==> config.mk <==
export PLATFORM = sky130hd
export DESIGN_NAME = sccb_slave
export DESIGN_NICKNAME = d
export VERILOG_FILES = /design/src/rtl/sccb_slave.sv
export SDC_FILE = /design/constraint.sdc
export NUM_CORES = 2
export LEC_CHECK = 0
export ABC_AREA = 0
export ABC_CLOCK_PERIOD_IN_PS = 7170
export CAP_MARGIN = 20
export CORE_ASPECT_RATIO = 1.75
export CORE_MARGIN = 5
export CORE_UTILIZATION = 43
export DETAILED_ROUTE_END_ITERATION = 12
export SYNTH_ARGS = -nofsm -noshare
export SYNTH_HDL_FRONTEND = slang
export SYNTH_SLANG_ARGS = --single-unit
==> constraint.sdc <==
create_clock -name clock -period 7.17 [get_ports clock]
set_input_delay 1.434 -clock clock [delete_from_list [all_inputs] [get_ports clock]]
set_output_delay 1.434 -clock clock [all_outputs]
set_load 0.05 [all_outputs]
==> src/rtl/sccb_slave.sv <==
// SCCB write target: decodes ID/sub-address/data writes into a 256x8 register file.
// Optional SCCB_ACK_EN drives sda_oe low-pull during each ninth-bit ACK slot.
module sccb_slave #(
  parameter logic [7:0] DEV_ID   = 8'h42,
  parameter int         SYNC_LEN = 2
) (
  input  logic       clock,
  input  logic       reset,
  input  logic       sccb_clk,
  input  logic       sccb_dat,
  output logic       sda_oe,
  output logic       wr_en,
  output logic [7:0] wr_addr,
  output logic [7:0] wr_data,
  output logic       busy,
  output logic       err,
  input  logic [7:0] rd_addr,
  output logic [7:0] rd_data
);

  typedef enum logic [2:0] {
    IDLE, ID, SUB, DATA, DONE, IGNORE
  } state_t;

  state_t state_q, state_n;

  logic [SYNC_LEN-1:0] clk_sync;
  logic [SYNC_LEN-1:0] dat_sync;
  logic clk_s, dat_s;
  logic clk_d, dat_d;
  logic rise, start, stop;

  logic [3:0] bit_cnt_q, bit_cnt_n;
  logic [7:0] sh_q, sh_n;
  logic [7:0] sub_q, sub_n;
  logic [7:0] byte_in;
  logic       err_n;
  logic       commit;

  logic [7:0] regs [256];

  // Idle bus is high; reset the chain high so release causes no false START.
  always_ff @(posedge clock) begin
    if (reset) begin
      clk_sync <= '1;
      dat_sync <= '1;
      clk_d    <= 1'b1;
      dat_d    <= 1'b1;
    end else begin
      clk_sync <= {clk_sync[SYNC_LEN-2:0], sccb_clk};
      dat_sync <= {dat_sync[SYNC_LEN-2:0], sccb_dat};
      clk_d    <= clk_s;
      dat_d    <= dat_s;
    end
  end

  assign clk_s = clk_sync[SYNC_LEN-1];
  assign dat_s = dat_sync[SYNC_LEN-1];

  assign rise  = clk_s & ~clk_d;
  assign start = clk_s & clk_d & dat_d & ~dat_s;
  assign stop  = clk_s & clk_d & ~dat_d & dat_s;

  assign byte_in = {sh_q[6:0], dat_s};

  always_comb begin
    state_n   = state_q;
    bit_cnt_n = bit_cnt_q;
    sh_n      = sh_q;
    sub_n     = sub_q;
    err_n     = 1'b0;
    commit    = 1'b0;
    if (stop) begin
      state_n   = IDLE;
      bit_cnt_n = 4'd0;
      // The STOP condition's own clock rise lands as one phantom bit.
      err_n = (state_q == ID) ||
              ((state_q == DATA) && (bit_cnt_q > 4'd1));
    end else if (start) begin
      state_n   = ID;
      bit_cnt_n = 4'd0;
      err_n     = (state_q == ID) || (state_q == SUB) ||
                  (state_q == DATA);
    end else if (rise) begin
      unique case (state_q)
        ID, SUB, DATA: begin
          if (bit_cnt_q == 4'd8) begin
            bit_cnt_n = 4'd0;
            unique case (state_q)
              ID:      state_n = SUB;
              SUB:     state_n = DATA;
              default: begin
                state_n = DONE;
                commit  = 1'b1;
              end
            endcase
          end else begin
            sh_n      = byte_in;
            bit_cnt_n = bit_cnt_q + 4'd1;
            if (bit_cnt_q == 4'd7) begin
              if ((state_q == ID) && (byte_in != DEV_ID)) begin
                state_n   = IGNORE;
                bit_cnt_n = 4'd0;
              end
              if (state_q == SUB) sub_n = byte_in;
            end
          end
        end
        default: ;
      endcase
    end else if (state_q == IDLE) begin
      bit_cnt_n = 4'd0;
    end
  end

  always_ff @(posedge clock) begin
    if (reset) begin
      state_q   <= IDLE;
      bit_cnt_q <= 4'd0;
      sh_q      <= 8'h00;
      sub_q     <= 8'h00;
      err       <= 1'b0;
      wr_en     <= 1'b0;
      wr_addr   <= 8'h00;
      wr_data   <= 8'h00;
    end else begin
      state_q   <= state_n;
      bit_cnt_q <= bit_cnt_n;
      sh_q      <= sh_n;
      sub_q     <= sub_n;
      err       <= err_n;
      wr_en     <= commit;
      if (commit) begin
        wr_addr <= sub_q;
        wr_data <= sh_q;
      end
    end
  end

  always_ff @(posedge clock) begin
    if (reset) begin
      for (int i = 0; i < 256; i++) regs[i] <= 8'h00;
    end else if (commit) begin
      regs[sub_q] <= sh_q;
    end
  end

  assign rd_data = regs[rd_addr];
  assign busy    = (state_q != IDLE);

`ifdef SCCB_ACK_EN
  logic fall;
  logic ack_q;

  assign fall = ~clk_s & clk_d;

  always_ff @(posedge clock) begin
    if (reset || start || stop) begin
      ack_q <= 1'b0;
    end else if (fall) begin
      ack_q <= ((state_q == ID) || (state_q == SUB) ||
                (state_q == DATA)) && (bit_cnt_q == 4'd8);
    end
  end

  assign sda_oe = ack_q;
`else
  assign sda_oe = 1'b0;
`endif

endmodule

# --- Word level (Yosys, flattened, before mapping) ---
# Memories as Yosys holds them, arrays and structs flattened.
# Index checks and enable logic that the tools add are counted.
op_classes:
  n_eq_ne: 7
  bitwise: 12
  addsub: 1
  n_mux: 29
  n_reduce_logical: 24
  n_lt_le_gt_ge: 1
op_table:
  columns: ["operator", "count"]
  rows:
  - ["4-bit 2-to-1 mux", 6]
  - ["1-bit 2-to-1 mux", 17]
  - ["8-bit 2-to-1 mux", 2]
  - ["2-bit nonzero test", 5]
  - ["3-bit 2-to-1 mux", 3]
  - ["3-bit nonzero test", 3]
  - ["8-bit by 7-bit inequality test with 1-bit output, second input constant", 1]
  - ["4-bit AND reduction", 2]
  - ["8-bit OR reduction", 1]
  - ["7-bit AND reduction", 1]
  - ["1-bit AND", 6]
  - ["3-bit by 2-bit equality test with 1-bit output, second input constant", 2]
  - ["1-bit inverter", 6]
  - ["3-bit one-hot mux with 2 select lines", 1]
  - ["3-bit OR reduction", 2]
  - ["5-bit AND reduction", 1]
  - ["4-bit by 1-bit adder with 4-bit output, second input constant", 1]
  - ["4-bit by 3-bit equality test with 1-bit output, second input constant", 1]
  - ["4-bit equality test, second input constant", 1]
  - ["4-bit by 1-bit greater-than comparator with 1-bit output, second input constant", 1]
  - ["2-bit OR reduction", 2]
  - ["3-bit by 1-bit equality test with 1-bit output, second input constant", 1]
  - ["3-bit zero test", 1]
  - ["1-bit logical OR", 3]
  - ["3 further kinds", 4]
totals:
  register_bits: 47
  mem_bits_rw: 2048
  output_inout_bits: 28
  inputBits: 12
  mem_count: 1
memory_table:
  columns: ["name", "words", "width", "read_ports", "rd_ports_with_merged_regs", "wr", "line", "text"]
  rows:
  - ["regs", 256, 8, 1, 0, 256, "40", "logic [7:0] regs [256];"]

# --- Depth between registers and ports, before layout ---
depth:
  word_depth: 13
  ltp_mapped: 12

# --- Least setup slack after synthesis ---
# OpenSTA, ideal clock, no wires.
synth_path:
  path_type: "input port to output port"
  start: "input port rd_addr[0]"
  end: "output port rd_data[3]"
  path_slack_ps: 1056
  required_ps: 5736
  stages: 10
  arrival_time_ps: 4680
  n_path_buf: 5
  cell_sequence: "buf_2 > buf_4 > buf_2 > buf_2 > or3b_2 > clkbuf_1 > o22ai_1 > nor3_1 > o21a_1 > nor4_1"
synth_via:
  elab_chain_len: 1
synth_rtl:
  columns: ["item", "line", "text"]
  rows:
  - ["start: declaration", "17", "input logic [7:0] rd_addr,"]
  - ["memory read 256 x 8 bit", null, null]
  - ["end: declaration", "18", "output logic [7:0] rd_data"]
# Every way passes these cells.

# --- Final worst setup path ---
layout_path:
  start: "input port rd_addr[2]"
  end: "output port rd_data[0]"
# Same word-level chain as after synthesis.

==> summary.md <==
| Metric | Value |
|---|---|
| RSZ-0062 raised after global routing | `false` |
| Post-synth EDFFs | `2048` |
| Status | `completed` |
| Post-synthesis register bit count | `2095` |
| Worst R2R Path Depth | `10` |
| Mapped cell area | `0.0965 mm^2` |
| Num CTS Buffers | `196` |
| Port Buffers | `38` |
| Seq/Total Area, Yosys | `0.647` |
| Clock buffer depth | `4` |
| Detailed-route wire length | `263 mm` |
| First-pass detailed-route iteration total | `5` |
| Root buf cell | `clkbuf_16` |
| Starting DRT DRC Count | `4082` |
| CP Cell Sequence | `buf_2 -> nor2b_4 -> a22oi_1 -> a21oi_1 -> nor4_1 -> buf_4 -> nor4_1 -> buf_4` |
| WHS Endpoint | `clk_sync[1]$_SDFF_PP1_` |
| Slew headroom | `0.204` |
| Vias | `52900` |
| Die X | `368 um` |
| GP Congestion | `0.893` |
| Nets | `6444` |
| Critical Path Max Stage Delay | `860 ps` |
| Fin. Hold Viols | `0` |
| Synthesis-to-layout area growth | `10.6%` |
| Vias in the first global route | `56500` |
| Hold Path Stages | `1` |
| # rows | `230` |
| Io pins | `40` |
| Reg-to-Reg End | `regs[233][7]$_SDFFCE_PN0P_` |
| TritonCTS clock tree | `built` |
| Vias per cell | `5.58` |
| Core Box Area | `0.224 mm^2` |
| Worst Path Max Fanout | `22` |
| CP max stage cell | `nor2b_4` |
| Count of buffer and inverter cells on the critical path | `3` |
| GRT Overall Usage | `0.222` |
| Area contributors post-synth | `edfxtp_1 (64%), and2_1 (13%), mux4_2 (10%), or2_2 (1.7%), mux2i_1 (1.6%)` |
| Share of cells above drive strength 1 | `0.208` |
| Warnings, synthesis | `0` |
| Starting Density | `0.431` |
| Die ar. | `0.234 mm^2` |
| Final Cycle Share | `0.968` |
| Crit. End Element | `output port` |
| Most frequent cells after synthesis | `and2_1 (2050), edfxtp_1 (2048), mux4_2 (446)` |
| WL/cell | `27.7 um` |
| Layout fillers | `19000` |
| Worst r2r src | `bit_cnt_q[0]$_SDFFE_PP0P_` |
| DP HPWL | `177 mm` |
| Largest net degree at the start of global routing | `160` |
| Clock Latency Late Sink | `870 ps` |
| CTS resizes | `0` |
| Share of synthesized registers carrying an async set or reset | `0` |
| Hold Path Origin | `clk_sync[0]$_SDFF_PP1_` |
| Die H | `637 um` |
| Final Critical Period | `6940 ps` |
| LEAKAGE | `35.9 nW` |
| Final Setup Violations | `0` |
| Grt ovf | `0` |
| Top_reg_cell synth | `edfxtp_1` |
| Syn_area_per_cell | `14.8 um^2` |
| Max rail drop VDD | `0.192 mV` |
| Achievable Freq | `144 MHz` |
| Max Cap Violations | `0` |
| Hold Crit Class | `reg2reg` |
| Syn_nets | `6525` |
| Core Util, Final | `0.477` |
| First-pass GRT wire length | `387 mm` |
| Detail Route Antenna Nets | `0` |
| Yosys top cell by area | `edfxtp_1` |
| Crit-path leading delay family | `simple AND/OR/NAND/NOR gates` |
| Clk pin slew, worst setup/hold paths | `60 ps` |
| Pwr dens | `249 mW/mm^2` |
| Reg2reg setup slack | `2190 ps` |
| H-tree levels | `4` |
| Sink Count | `2095` |
| Data required, critical path | `5740 ps` |
| Post-CTS Setup Bufs | `0` |
| Most common cell in the netlist | `and2_1` |
| Cts hold-fix bufs | `0` |
| Actual slew at the worst max-slew pin | `1180 ps` |
| Setup TNS Final | `0 ps` |
| Crit Path Class | `in2out` |
| Distinct cells, synth | `62` |
| WP data arrival | `5500 ps` |
| Final slew viol count | `0` |
| DRC viols | `0` |
| Initial antenna violation count | `6` |
| Worst Setup Start Kind | `input port` |
| Synth Instances | `6509` |
| Synth top area share | `0.637` |
| Clock skew | `51.4 ps` |
## sequential cells by signal, summed over array words and instances, names as in the netlist, 2 cells and up
signal and count:
bit_cnt_q 4, clk_sync 2, dat_sync 2, regs 2048
sh_q 8, state_q 3, sub_q 8, wr_addr 8
wr_data 8
## where the power goes
part           total, mW  internal [mW]  switching (mW)
combinational       1.71          0.685            1.02
clock               10.7           6.01            4.65
sequential          14.2           14.0           0.185
## per-stage QoR
step	total power, mW	area, um^2	worst slack [ps]	hold WS [ps]	instances
5_1_grt	27.3	107000	237	430	9481
3_5_place_dp	16.2	100000	199	400	9129
2_1_floorplan	15.4	96500	1060	389	6509
3_3_place_gp	16.1	100000	183	398	9127
6_report	26.5	107000	232	411	9484
4_1_cts	26.7	107000	189	416	9479
## layout make-up
class / count / area (um^2) / area share
sequential: 2095 / 62500 / 0.585
clock inverter: 107 / 1160 / 0.0109
timing repair buffer: 233 / 2170 / 0.0203
inverter: 6 / 22.5 / 0.000211
tap: 2900 / 3630 / 0.0340
clock buffer: 243 / 5230 / 0.0490
multi-input combinational: 3896 / 32000 / 0.300
antenna: 4 / 10.0 / 0.0000938
## cells in the final DEF (no fill, tap or decap), drive strengths merged, types with 47 or more instances in the layout
cell    netlist  final
clkinv        0     64
edfxtp     2048   2048
buf         132    208
nor2        342    342
mux4        446    446
a21oi       118    118
or2         267    267
dfxtp        47     47
mux2i       159    159
and2       2050   2050
a22oi       163    163
clkbuf      380    243
## kinds of logic after synthesis
logic type	share of synthesized area
other cells	0.0000388
fa+ha+maj	0.000518
compound gates	0.0311
simple gates	0.178
mux	0.121
xor+xnor	0.0000907
flops	0.647
buf+inv	0.0223
## layer usage
layer | track usage | share of wire | up-vias
met2 | 0.420 | 0.54 | 1549
met3 | 0.0256 | 0.043 | 597
li1 | - | - | 23700
met5 | 0 | 0.000049 | -
met4 | 0.120 | 0.065 | 2
met1 | 0.242 | 0.35 | 27000
## worst max-delay path by stage
stage / from / endpoint / slack, ps / cells after the start
3_3_place_gp: rd_addr[0] / rd_data[3] / 180 / 10
6_report: rd_addr[2] / rd_data[0] / 230 / 8
5_1_grt: rd_addr[0] / rd_data[6] / 240 / 8
4_1_cts: rd_addr[0] / rd_data[3] / 190 / 10
2_1_floorplan: rd_addr[0] / rd_data[3] / 1060 / 10
3_5_place_dp: rd_addr[0] / rd_data[3] / 200 / 10
Power figures use the tool's default switching activity.
